--- config.mk ---
export PLATFORM = sky130hd
export DESIGN_NAME = way_evict_controller
export DESIGN_NICKNAME = d
export VERILOG_FILES = /design/src/rtl/way_evict_controller.sv
export SDC_FILE = /design/constraint.sdc
export NUM_CORES = 1
export LEC_CHECK = 0
export CORE_ASPECT_RATIO = 1.75
export CORE_MARGIN = 10
export CORE_UTILIZATION = 40
export CTS_CLUSTER_SIZE = 12
export DETAILED_ROUTE_END_ITERATION = 8
export GPL_TIMING_DRIVEN = 1
export PLACE_DENSITY = 0.62
export SYNTH_ARGS = -nofsm -noshare
export SYNTH_HDL_FRONTEND = slang
export SYNTH_SLANG_ARGS = --single-unit
--- constraint.sdc ---
create_clock -name clk_i -period 2.3 [get_ports clk_i]
set_input_delay 0.69 -clock clk_i [delete_from_list [all_inputs] [get_ports clk_i]]
set_output_delay 0.69 -clock clk_i [all_outputs]
set_load 0.02 [all_outputs]
--- src/rtl/way_evict_controller.sv ---
// Frees one way of a cache set: reports the lowest free way, or evicts the
// round-robin victim (with optional writeback) and clears its valid bit.
module way_evict_controller #(
    parameter int unsigned NWAYS = 5,
    parameter int unsigned NSETS = 16,
    localparam int unsigned WAY_W = $clog2(NWAYS),
    localparam int unsigned SET_W = $clog2(NSETS)
) (
    input  logic             clk_i,
    input  logic             rst_i,
    input  logic             evict_req_i,
    input  logic [SET_W-1:0] set_idx_i,
    input  logic [NWAYS-1:0] valid_bits_in_i,
    input  logic [NWAYS-1:0] dirty_bits_in_i,
    output logic             busy_o,
    output logic             wb_req_o,
    output logic [WAY_W-1:0] wb_way_o,
    input  logic             wb_ack_i,
    output logic             evict_done_o,
    output logic [WAY_W-1:0] victim_way_o,
    output logic             evicted_o,
    output logic [NWAYS-1:0] valid_bits_out_o
);

    typedef enum logic [2:0] {
        S_IDLE,
        S_SELECT,
        S_WB,
        S_INVAL,
        S_DONE
    } state_e;

    state_e             state_q, state_d;
    logic [SET_W-1:0]   set_q, set_d;
    logic [NWAYS-1:0]   valid_q, valid_d;
    logic [NWAYS-1:0]   dirty_q, dirty_d;
    logic [WAY_W-1:0]   victim_way_q, victim_way_d;
    logic [WAY_W-1:0]   wb_way_q, wb_way_d;
    logic               evicted_q, evicted_d;
    logic [NWAYS-1:0]   valid_out_q, valid_out_d;
    logic               busy_q, busy_d;
    logic               wb_req_q, wb_req_d;
    logic               done_q, done_d;
    logic [WAY_W-1:0]   rr_ptr_q [NSETS];

    logic               rr_we_c;
    logic [WAY_W-1:0]   rr_next_c;
    logic [WAY_W-1:0]   rr_cur_c;
    logic [WAY_W-1:0]   free_way_c;

    assign rr_cur_c = rr_ptr_q[set_q];

    // Lowest-indexed invalid way of the captured set.
    always_comb begin
        free_way_c = '0;
        for (int i = int'(NWAYS) - 1; i >= 0; i--) begin
            if (!valid_q[i]) free_way_c = WAY_W'(i);
        end
    end

    always_ff @(posedge clk_i) begin
        if (rst_i) begin
            state_q      <= S_IDLE;
            set_q        <= '0;
            valid_q      <= '0;
            dirty_q      <= '0;
            victim_way_q <= '0;
            wb_way_q     <= '0;
            evicted_q    <= 1'b0;
            valid_out_q  <= '0;
            busy_q       <= 1'b0;
            wb_req_q     <= 1'b0;
            done_q       <= 1'b0;
            for (int unsigned s = 0; s < NSETS; s++) rr_ptr_q[s] <= '0;
        end else begin
            state_q      <= state_d;
            set_q        <= set_d;
            valid_q      <= valid_d;
            dirty_q      <= dirty_d;
            victim_way_q <= victim_way_d;
            wb_way_q     <= wb_way_d;
            evicted_q    <= evicted_d;
            valid_out_q  <= valid_out_d;
            busy_q       <= busy_d;
            wb_req_q     <= wb_req_d;
            done_q       <= done_d;
            if (rr_we_c) rr_ptr_q[set_q] <= rr_next_c;
        end
    end

    always_comb begin
        state_d      = state_q;
        set_d        = set_q;
        valid_d      = valid_q;
        dirty_d      = dirty_q;
        victim_way_d = victim_way_q;
        wb_way_d     = wb_way_q;
        evicted_d    = evicted_q;
        valid_out_d  = valid_out_q;
        rr_we_c      = 1'b0;
        rr_next_c    = '0;

        case (state_q)
            S_IDLE: begin
                if (evict_req_i) begin
                    set_d   = set_idx_i;
                    valid_d = valid_bits_in_i;
                    dirty_d = dirty_bits_in_i;
                    state_d = S_SELECT;
                end
            end
            S_SELECT: begin
                if (!(&valid_q)) begin
                    victim_way_d = free_way_c;
                    evicted_d    = 1'b0;
                    valid_out_d  = valid_q;
                    state_d      = S_DONE;
                end else begin
                    victim_way_d = rr_cur_c;
                    wb_way_d     = rr_cur_c;
                    state_d      = dirty_q[rr_cur_c] ? S_WB : S_INVAL;
                end
            end
            S_WB: begin
                if (wb_ack_i) state_d = S_INVAL;
            end
            S_INVAL: begin
                valid_out_d = valid_q & ~(NWAYS'(1) << victim_way_q);
                evicted_d   = 1'b1;
                rr_we_c     = 1'b1;
                // Explicit wrap: NWAYS need not be a power of two.
                rr_next_c   = (victim_way_q == WAY_W'(NWAYS - 1)) ? '0
                                                                  : victim_way_q + WAY_W'(1);
                state_d     = S_DONE;
            end
            S_DONE: begin
                state_d = S_IDLE;
            end
            default: begin
                state_d = S_IDLE;
            end
        endcase

        busy_d   = (state_d != S_IDLE);
        wb_req_d = (state_d == S_WB);
        done_d   = (state_d == S_DONE);
    end

    assign busy_o           = busy_q;
    assign wb_req_o         = wb_req_q;
    assign wb_way_o         = wb_way_q;
    assign evict_done_o     = done_q;
    assign victim_way_o     = victim_way_q;
    assign evicted_o        = evicted_q;
    assign valid_bits_out_o = valid_out_q;

endmodule
## Yosys cells after proc, flatten, opt, wreduce, memory -nomap -nowiden

Memory sizes are Yosys's and may differ from the RTL's. A register that Yosys moved wholly into a read port is not among the register bits.
Cells that the tools add are included.

- Reductions and logical operators: 8
- Bitwise gates (word level): 2
- Shift operators: 1
- Equality and inequality tests: 7
- $add $sub $neg: 1
- Multiplexer cells: 30
- Order comparisons: 1

Operators by type and width:

| operator | number |
|---|---|
| $mux 3 | 12 |
| $mux 4 | 3 |
| $pmux 3 s4 | 1 |
| $mux 1 | 10 |
| $pmux 5 s2 | 1 |
| $eq 3x2->1 const B | 3 |
| $eq 3x3->1 const B | 2 |
| $reduce_and 6->1 | 1 |
| $and 5x5->5 | 1 |
| $mux 5 | 1 |
| $not 5->5 | 1 |
| $reduce_and 5->1 | 1 |
| $shl 1x3->5 const A | 1 |
| $lt 3x4->1 const B | 1 |
| $reduce_and 2->1 | 2 |
| $add 3x1->3 const B | 1 |
| $bmux 1 s3 | 1 |
| $eq 3x1->1 const B | 1 |
| $logic_not 3->1 | 1 |
| $reduce_bool 3->1 | 1 |
| $reduce_or 3->1 | 1 |
| $ne 2x2->1 const B | 1 |
| $pmux 1 s2 | 1 |
| $reduce_bool 2->1 | 1 |

- Register bits: 32
- Memories: 1
- Bits in writable memories: 48
- Bits of input ports: 18
- Output and inout port bits: 15
- Word-level logic and storage cells: 62

Memory list:

| memory | words | width | rd ports | clocked after memory_dff | write ports | RTL line | text |
|---|---|---|---|---|---|---|---|
| rr_ptr_q | 16 | 3 | 1 | 1 | 16 | 44 | `logic [WAY_W-1:0] rr_ptr_q [NSETS];` |

## Logic depth before layout (Yosys ltp)

Gate-level depths: netlist (run 1).

- Depth after elaboration: 7
- Mapped depth: 8
- Depth with buffers taken out: 6

## Worst setup path before layout (run 1)

No wires, ideal clock.

- Kind: reg-to-reg
- Start point: register with a tool-made name
- End point: register wb_req_q, in the netlist wb_req_o
- Arrival time: 2.167 ns
- Period minus slack after synthesis: 2.286 ns
- Cell stages (with the launch flop): 8
- Data required time: 2.180 ns
- Path slack: 0.014 ns
- Path buffers: 1
- Library setup time: 0.120 ns
- Path through: dfxtp_1 buf_6 mux4_1 mux2i_1 mux2_1 a211oi_1 nor3_2 o31a_1

RTL lines:

| what | RTL line | text |
|---|---|---|
| end signal: assignment | 85 | `wb_req_q <= wb_req_d;` |
| end: declaration | 42 | `logic wb_req_q, wb_req_d;` |

==> run summary, run 1 <==
The flow ran to the end, and the final reports show no timing, DRC or antenna violations. The number of clock buffers added by TritonCTS is 9. The initial antenna violation count came out at 0. The count of max-cap constraint violations came out at 0. The overall fraction of global-route tracks in use came out at between 10 and 15%. The multiplexer share of the synthesized area is a little under a tenth. In this run, placement finished with an instance count of 527. During I/O placement, the number of pins put on the boundary was 33.

At the end of routability-driven placement, the weighted congestion stood at around 0.82. The total clock sinks came out at 84. The final number of setup-violating endpoints came out at 0. The share of the synthesized area in compound gates (AO/OA/AOI/OAI) is 7.79%. For hold timing, the worst endpoint is valid_bits_out_o[3].

The cell row count came out at 47. For this run, the slowest stage of the critical path takes 600 ps. The H-tree depth came out at 3. The number of filler cells placed in the layout came out at 844.

The worst hold path was traced through 2 stages. The actual slew at the worst max-slew pin came out at 517 ps. The period utilization is 97.9%. TritonCTS built the clock tree. The register area share after synthesis came out at a little under three fifths. The worst clock skew came out at just over 5 ps.

In the final layout, the share of cells above drive strength 1 is 15.7%. In this run the most critical hold path is launched from valid_bits_out_o[3]. CTS placed an instance of sky130_fd_sc_hd__clkbuf_16 at the clock tree root. The number of global-route vias before repair is 2973. The worst setup slack after placement came out at -126 ps.

The first-pass detailed-route iteration total came out at 5. The worst setup path is of the reg2reg kind. The die width is 94.2 um. The worst register-to-register path has a depth of 6.

Relative to the synthesized area, the layout overhead comes to 26.0%. For this design the ratio of total power to cell area is 752 nW/um^2. The final antenna diode count is 0. In this run the deepest clock path goes through 2 buffers. The core area came out at 9470 um^2.

The number of antenna-violating nets in the routed design came out at 0. The post-layout instance count excluding filler cells came out at ~540. The cell with the biggest individual delay on the critical path is sky130_fd_sc_hd__mux4_1.

The total half-perimeter wirelength after legalization and detailed placement is approximately 7 mm. The first global-routing pass estimated 14.7 mm of wire. The worst voltage drop across the vdd grid came out at 0.370 mV. The die is 150 um tall. The initial cell density of the core is 40.7%.

The fraction of the mapped netlist area in simple logic gates came out at 21.8%. The worst register-to-register path ends at wb_req_o. The critical path data required time came out at around 2500 ps. The largest family of logic cells by synthesized area is simple AND/OR/NAND/NOR gates. The number of unique standard cell types used by synthesis is 48. Counting every instance in the synthesized netlist gives 359. In this run the worst hold path is classified as reg2reg. In the final design database the tool counted 439 nets. The average wire per cell in the routed design came out at 16.8 um. The dominant synthesized flop cell is sky130_fd_sc_hd__edfxtp_1. The area of the mapped netlist came out at 3850 um^2. The critical path goes through mux4_1 -> mux2i_4 -> mux2_1 -> a211oi_2 -> nor3_2 -> o31a_1. The share of the synthesized netlist area taken by xor and xnor gates came out at 0%. The worst setup path is launched from a register. The quantity of hold-fixing buffers added after cts is 0. Based on the critical path, the design can be clocked at up to 444 MHz. The category of the worst setup path capture point is a register.

The final critical delay including setup and external delays came out at 2250 ps. The post-detailed-route via-to-cell ratio is approximately 5.2. In this run the static leakage power is between 0.0015 and 0.002 uW. Yosys mapped a number of flops with a built-in enable equal to between 40 and 50.

For flop-to-flop paths, the worst setup slack is 50 ps. The count of buffers inserted at the top-level ports came out at 32. The cell area after layout came out at 4860 um^2. The signal arrival time at the worst endpoint came out at 2490 ps. The count of state elements after synthesis is 84. Measured against its own limit, the worst slew margin works out to 65.4%. The source-to-sink clock delay at the later pin of the worst-skew pair is around 340 ps. The routed wire length came out at 9.12 mm. Setup repair after global routing could not meet its margin everywhere. The cell area after placement came out at 4480 um^2.

The number of DRC markers after the initial detailed-route iteration is 78. Detailed routing inserted a total of about 2800 vias. For this run, asynchronously set or reset flops after synthesis account for 0%. The remaining global-route overflow is 0. The floorplan die area is 14100 um^2.

The net count after synthesis is 382. The per-instance average area after synthesis is 10.7 um^2. During synthesis, Yosys emitted a total of 0 warnings. The number of max-slew violations in the final report came out at 0. Along the worst path, the maximum fanout reaches 4. The detailed-route DRC error count is 0. After clock tree synthesis, the clock-pin slew on the worst setup and hold paths is 60 ps. The arithmetic-cell share of the synthesized area counting full adders, half adders and majority gates is 1.62%. Hold timing on the final database bottoms out at a slack of 456 ps. The maximum number of pins on one net before global-route repair is 32. The final number of hold-violating endpoints came out at 0. Once routing completed, OpenROAD measured the worst setup slack at 47.7 ps.
how the worst max path moves through the flow:
stage / from / endpoint
after floorplan: register / wb_req_o
after global placement: register / wb_req_o
after detailed placement: register / wb_req_o
after CTS: register / wb_req_o
after global routing: register / state_q[0]
final: register / wb_req_o
through the flow:
stage               utilization (%)  power (uW)  setup TNS, ps
floorplan                         -        1890              0
global placement               47.4        2010          -15.1
detailed placement             47.4        2010           -189
CTS                            51.2        3670              0
global route                   51.3        3780          -81.7
finish                         51.3        3650              0
layer usage:
layer,up-vias,wire length [um],track usage (%)
met5,-,0,0
met4,0,234,7.10
li1,1380,-,-
met1,1360,3180,11.9
met3,16,362,3.91
met2,41,5340,27.4
synthesized netlist by cell type, types with 2 or more instances:
cell type                  instances  area share (%)
sky130_fd_sc_hd__a211oi_1          6             1.2
sky130_fd_sc_hd__a21oi_1          23             3.0
sky130_fd_sc_hd__a22oi_1           2            0.39
sky130_fd_sc_hd__a31oi_1           2            0.32
sky130_fd_sc_hd__and4b_1           2            0.52
sky130_fd_sc_hd__buf_2             2            0.26
sky130_fd_sc_hd__clkbuf_1         15             1.5
sky130_fd_sc_hd__dfxtp_1          36              19
sky130_fd_sc_hd__edfxtp_1         48              37
sky130_fd_sc_hd__ha_1              5             1.6
sky130_fd_sc_hd__inv_1             6            0.58
sky130_fd_sc_hd__mux2_1            2            0.58
sky130_fd_sc_hd__mux2i_1           8             2.1
sky130_fd_sc_hd__mux4_1            8             5.5
sky130_fd_sc_hd__mux4_2            2             1.2
sky130_fd_sc_hd__nand2_1          55             5.4
sky130_fd_sc_hd__nand2b_1         21             3.4
sky130_fd_sc_hd__nand3_1           7            0.91
sky130_fd_sc_hd__nand3b_1          2            0.39
sky130_fd_sc_hd__nand4_1           2            0.32
sky130_fd_sc_hd__nor2_1           67             6.5
sky130_fd_sc_hd__nor2b_1           6            0.97
sky130_fd_sc_hd__nor3_1            4            0.52
sky130_fd_sc_hd__o21ai_0           3            0.39
sky130_fd_sc_hd__o31a_1            2            0.45
layout by cell type, fill, tap and decap left out, types with 2 or more instances in the layout:
cell type                         instances
sky130_fd_sc_hd__a31oi_1                  2
sky130_fd_sc_hd__nand3b_1                 2
sky130_fd_sc_hd__a211oi_2                 2
sky130_fd_sc_hd__o31a_1                   2
sky130_fd_sc_hd__clkdlybuf4s50_1         32
sky130_fd_sc_hd__mux4_2                   2
sky130_fd_sc_hd__edfxtp_1                48
sky130_fd_sc_hd__nand2_1                 55
sky130_fd_sc_hd__clkinv_4                 2
sky130_fd_sc_hd__inv_1                    6
sky130_fd_sc_hd__dfxtp_1                 35
sky130_fd_sc_hd__nor2_1                  67
sky130_fd_sc_hd__a21oi_1                 23
sky130_fd_sc_hd__o21ai_0                  3
sky130_fd_sc_hd__mux2_1                   2
sky130_fd_sc_hd__a211oi_1                 4
sky130_fd_sc_hd__mux4_1                   8
sky130_fd_sc_hd__mux2i_1                  7
sky130_fd_sc_hd__nor2b_1                  6
sky130_fd_sc_hd__nor3_2                   2
sky130_fd_sc_hd__ha_1                     5
sky130_fd_sc_hd__clkbuf_16                9
sky130_fd_sc_hd__and4b_1                  2
sky130_fd_sc_hd__nor3_1                   3
sky130_fd_sc_hd__bufinv_16                3
sky130_fd_sc_hd__a22oi_1                  2
sky130_fd_sc_hd__nand2b_1                21
sky130_fd_sc_hd__buf_4                   33
sky130_fd_sc_hd__nand4_1                  2
sky130_fd_sc_hd__nand3_1                  7
sequential cells by signal, indices dropped and copies added, names as in the netlist, named ones only:
| register | cells |
|---|---|
| busy_o | 1 |
| victim_way_o | 3 |
| evicted_o | 1 |
| dirty_q | 5 |
| set_q | 4 |
| evict_done_o | 1 |
| wb_req_o | 1 |
| state_q | 3 |
| valid_q | 5 |
| wb_way_o | 3 |
| valid_bits_out_o | 5 |
| rr_ptr_q | 48 |
worst max-delay path, delay by kind of cell (launching register included):
kind | cells | cell delay [ps]
mux | 3 | 1170
compound gates | 2 | 530
flops | 1 | 360
simple gates | 1 | 80
repair_timing:
item	in CTS	in global routing
pin swaps	0	0
endpoints found under the setup margin	2	2
gates resized for setup	4	1
buffers inserted	0	0
logic make-up after synthesis:
kind of cell             count (synthesis)
flip-flops                              84
AND/OR/NAND/NOR                        178
buffers and inverters                   25
AO/OA/AOI/OAI                           46
multiplexers                            21
adder cells (fa/ha/maj)                  5
layout make-up:
type	instances	area, um^2	share of cell area, %
inverter	6	22.5	0.464
multi-input combinational	250	1600	33.0
tap	122	153	3.14
timing repair buffer	65	568	11.7
clock inverter	7	124	2.55
clock buffer	9	225	4.64
sequential	84	2160	44.6
report_power, final:
group | internal [uW] | switching (uW)
logic | 148 | 153
registers | 1640 | 41.2
clock network | 1070 | 604
Power figures use the tool's default switching activity.
==> run 2, diff against run 1 <==
CELL_PAD_IN_SITES_DETAIL_PLACEMENT = 1   (was not set)
CELL_PAD_IN_SITES_GLOBAL_PLACEMENT = 1   (was not set)
PLACE_DENSITY = 0.74   (was 0.62)
==> run 2 against run 1 <==
  * Sequential cell count unchanged
  * Register-to-register slack about the same
  * Combinational power up 3%
  * Via count up 4.9%
  * First-iteration DRC count up 55%
  * Clock power down 20%
  * Largest power group unchanged
==> run summary, run 2 (same netlist as run 1, synthesis figures left out) <==
The flow ran to the end, and the final reports show no timing, DRC or antenna violations. The final critical delay including setup and external delays is 2270 ps (+13.1 ps). The global-route wire length before repair came out at 17.3 mm (+18%).

The overall fraction of global-route tracks in use is 16.3% (+2.4 points). The actual slew at the worst max-slew pin came out at 423 ps (-93.8 ps). STA classifies the critical path endpoint as a register. Leaving out fill and tap cells, the most frequent cell in the layout is sky130_fd_sc_hd__nor2_1. The maximum fanout count along the critical path came out at 3 (-1). The die width came out at 94.2 um (unchanged). The total half-perimeter wirelength after legalization and detailed placement came out at 8.11 mm (+16%). Traced cell by cell, the critical path runs through mux4_2 -> mux2i_1 -> buf_4 -> mux2_4 -> a211oi_2 -> nor3_2 -> o31a_1.

The final number of setup-violating endpoints is 0 (unchanged). The layout net count is 442 (+0.68%). The leakage component of the power is 0.00175 uW (-1.2%).

The cell with the biggest individual delay on the critical path is sky130_fd_sc_hd__mux4_2. The weighted congestion reported at the end of routability-driven placement came out at 0.806 (-1.8%). The growth of design area from synthesis to finish is 24.7%. The final antenna diode count is 0 (unchanged).

The cell family contributing the most delay on the critical path is multiplexers. The worst hold slack across all endpoints is 457 ps (+0.733 ps). The number of buffers on the longest clock path is 2 (unchanged).

The number of DRC markers after the initial detailed-route iteration came to 121 (+55%). The detailed-route DRC error count came to 0 (unchanged). The clock tree from TritonCTS is done.

The post-route total power came out at 3330 uW (-8.8%). The first-pass detailed-route iteration total came out at 4 (-1). Setup repair after global routing could not meet its margin everywhere. The y dimension of the die is 150 um (unchanged).

The flip-flop count of the largest register, all copies and words added is 48 (unchanged). The clock root buffer master is sky130_fd_sc_hd__clkbuf_16. The worst slew margin relative to its limit came out at 71.8% (+6.4 points).

The worst voltage drop across the vdd grid came to 0.450 mV (+22%). The power per cell area came out at 693 nW/um^2 (-7.9%). The top achievable clock speed was 441 MHz (-0.58%). The initial antenna violation count is 0 (unchanged).

The highest cell delay on the worst timing path came to 470 ps (-130 ps). The critical path data required time is 2540 ps (about the same). The final number of hold-violating endpoints is 0 (unchanged). The source-to-sink clock delay at the later pin of the worst-skew pair is 350 ps (about the same).

The routed wire length came to 10.7 mm (+18%). The number of max-slew violations in the final report came out at 0 (unchanged). The initial cell density of the core came out at 40.7% (unchanged). The cell row count is 47 (unchanged).

The remaining global-route overflow came out at 0 (unchanged). The floorplan die area is 14100 um^2 (unchanged). The total clock sinks is 84 (unchanged). The worst setup path is launched from a register. By startpoint and endpoint, the worst setup path is classified as reg2reg.

The signal arrival time at the worst endpoint is 2500 ps (about the same). The period utilization came to 98.5% (+0.57 points). The maximum number of pins on one net before global-route repair was 32 (unchanged). The H-tree depth is 3 (unchanged). The min-delay analysis places its worst path in the category reg2reg.

The count of max-cap constraint violations came out at 0 (unchanged). The count of pins on the block boundary is 33 (unchanged). The post-detailed-route via-to-cell ratio was 5.37 (+4.3%).

The number of filler cells placed in the layout is 1035 (+23%). The register with the highest flop count is rr_ptr_q. The number of buffer and inverter stages on the critical path was 1 (+1). The total placed cells including tap cells was 527 (unchanged). The clock slew seen by the registers of the worst setup and hold paths came out at 60 ps (about the same). The core area is 9470 um^2 (unchanged). The number of buffers added by the clock tree synthesis step came out at 9 (unchanged).

The utilization after layout is 50.8% (-0.50 points). The average wire per cell in the routed design is 19.6 um (+17%). The number of global-route vias before repair came out at 3336 (+12%). The post-layout instance count excluding filler cells is 546 (+0.55%). In the layout the commonest cells are sky130_fd_sc_hd__nor2_1, sky130_fd_sc_hd__nand2_1, sky130_fd_sc_hd__edfxtp_1.

The count of buffers inserted at the top-level ports is 32 (unchanged). The share of post-route cells with drive strength above 1 is 16.5% (+0.83 points). The worst clock skew is 7.78 ps (+2.66 ps). The number of antenna-violating nets in the routed design came out at 0 (unchanged). The detailed-route via count came out at 2934 (+4.9%).
## run 2: cell count changes in the layout (fill, tap and decap cells not counted), sizes merged
cell / previous run / this run
clkbuf: 9 / 11
bufinv: 3 / 0
buf: 33 / 36
inv: 7 / 6
clkinv: 2 / 4
## run 2: where the power goes
group | total [uW] | switching, uW | leakage (uW) | internal (uW)
Combinational | 310 | 158 | 0.000826 | 152
Sequential | 1690 | 49.0 | 0.000790 | 1640
Clock | 1330 | 580 | 0.000135 | 753
## run 2: path summary, 6_finish.rpt
check / startpoint / end / slack (ps) / cells after the start
max: rr_ptr_q[10][0] / wb_req_o / 30 / 7
min: valid_bits_out_o[3] / valid_bits_out_o[3] / 460 / 2
max reg2reg: rr_ptr_q[10][0] / wb_req_o / 30 / 7
min reg2reg: valid_bits_out_o[3] / valid_bits_out_o[3] / 460 / 2
## run 2: layout make-up
cell class	instances	area (um^2)	share of cell area, %
well taps	122	153	3.17
inverters	6	22.5	0.468
repair buffers	68	616	12.8
clock buffers	11	243	5.05
clock inverters	5	27.5	0.572
flip-flops and latches	84	2160	45.0
multi-input cells	250	1580	32.9
## run 2: per-layer routing
layer,GRT usage [%],part of all wire [%]
met1,14.1,33
met2,30.9,57
met3,4.56,4.3
met4,10.6,5.6
met5,0,0
## run 2: metrics by stage
step           setup WS [ps]  TNS [ps]  area, um^2
2_1_floorplan           13.5         0        3850
3_3_place_gp           -40.2     -79.7        4510
3_5_place_dp            -102     -1790        4510
4_1_cts                 26.5         0        4780
5_1_grt                -25.2     -25.2        4810
6_report                34.6         0        4810
## run 2: tightest hold or removal path, stage by stage, from the launching register on
cell and delay, ps:
sky130_fd_sc_hd__dfxtp_1 310, sky130_fd_sc_hd__nand2_1 50, sky130_fd_sc_hd__a21oi_1 50
## run 2: timing repair
item,4_1_cts,5_1_grt
resized for setup,5,2
hold buffers,0,0
setup endpoints to repair,2,10
pin swaps,2,4
buffers inserted,0,3
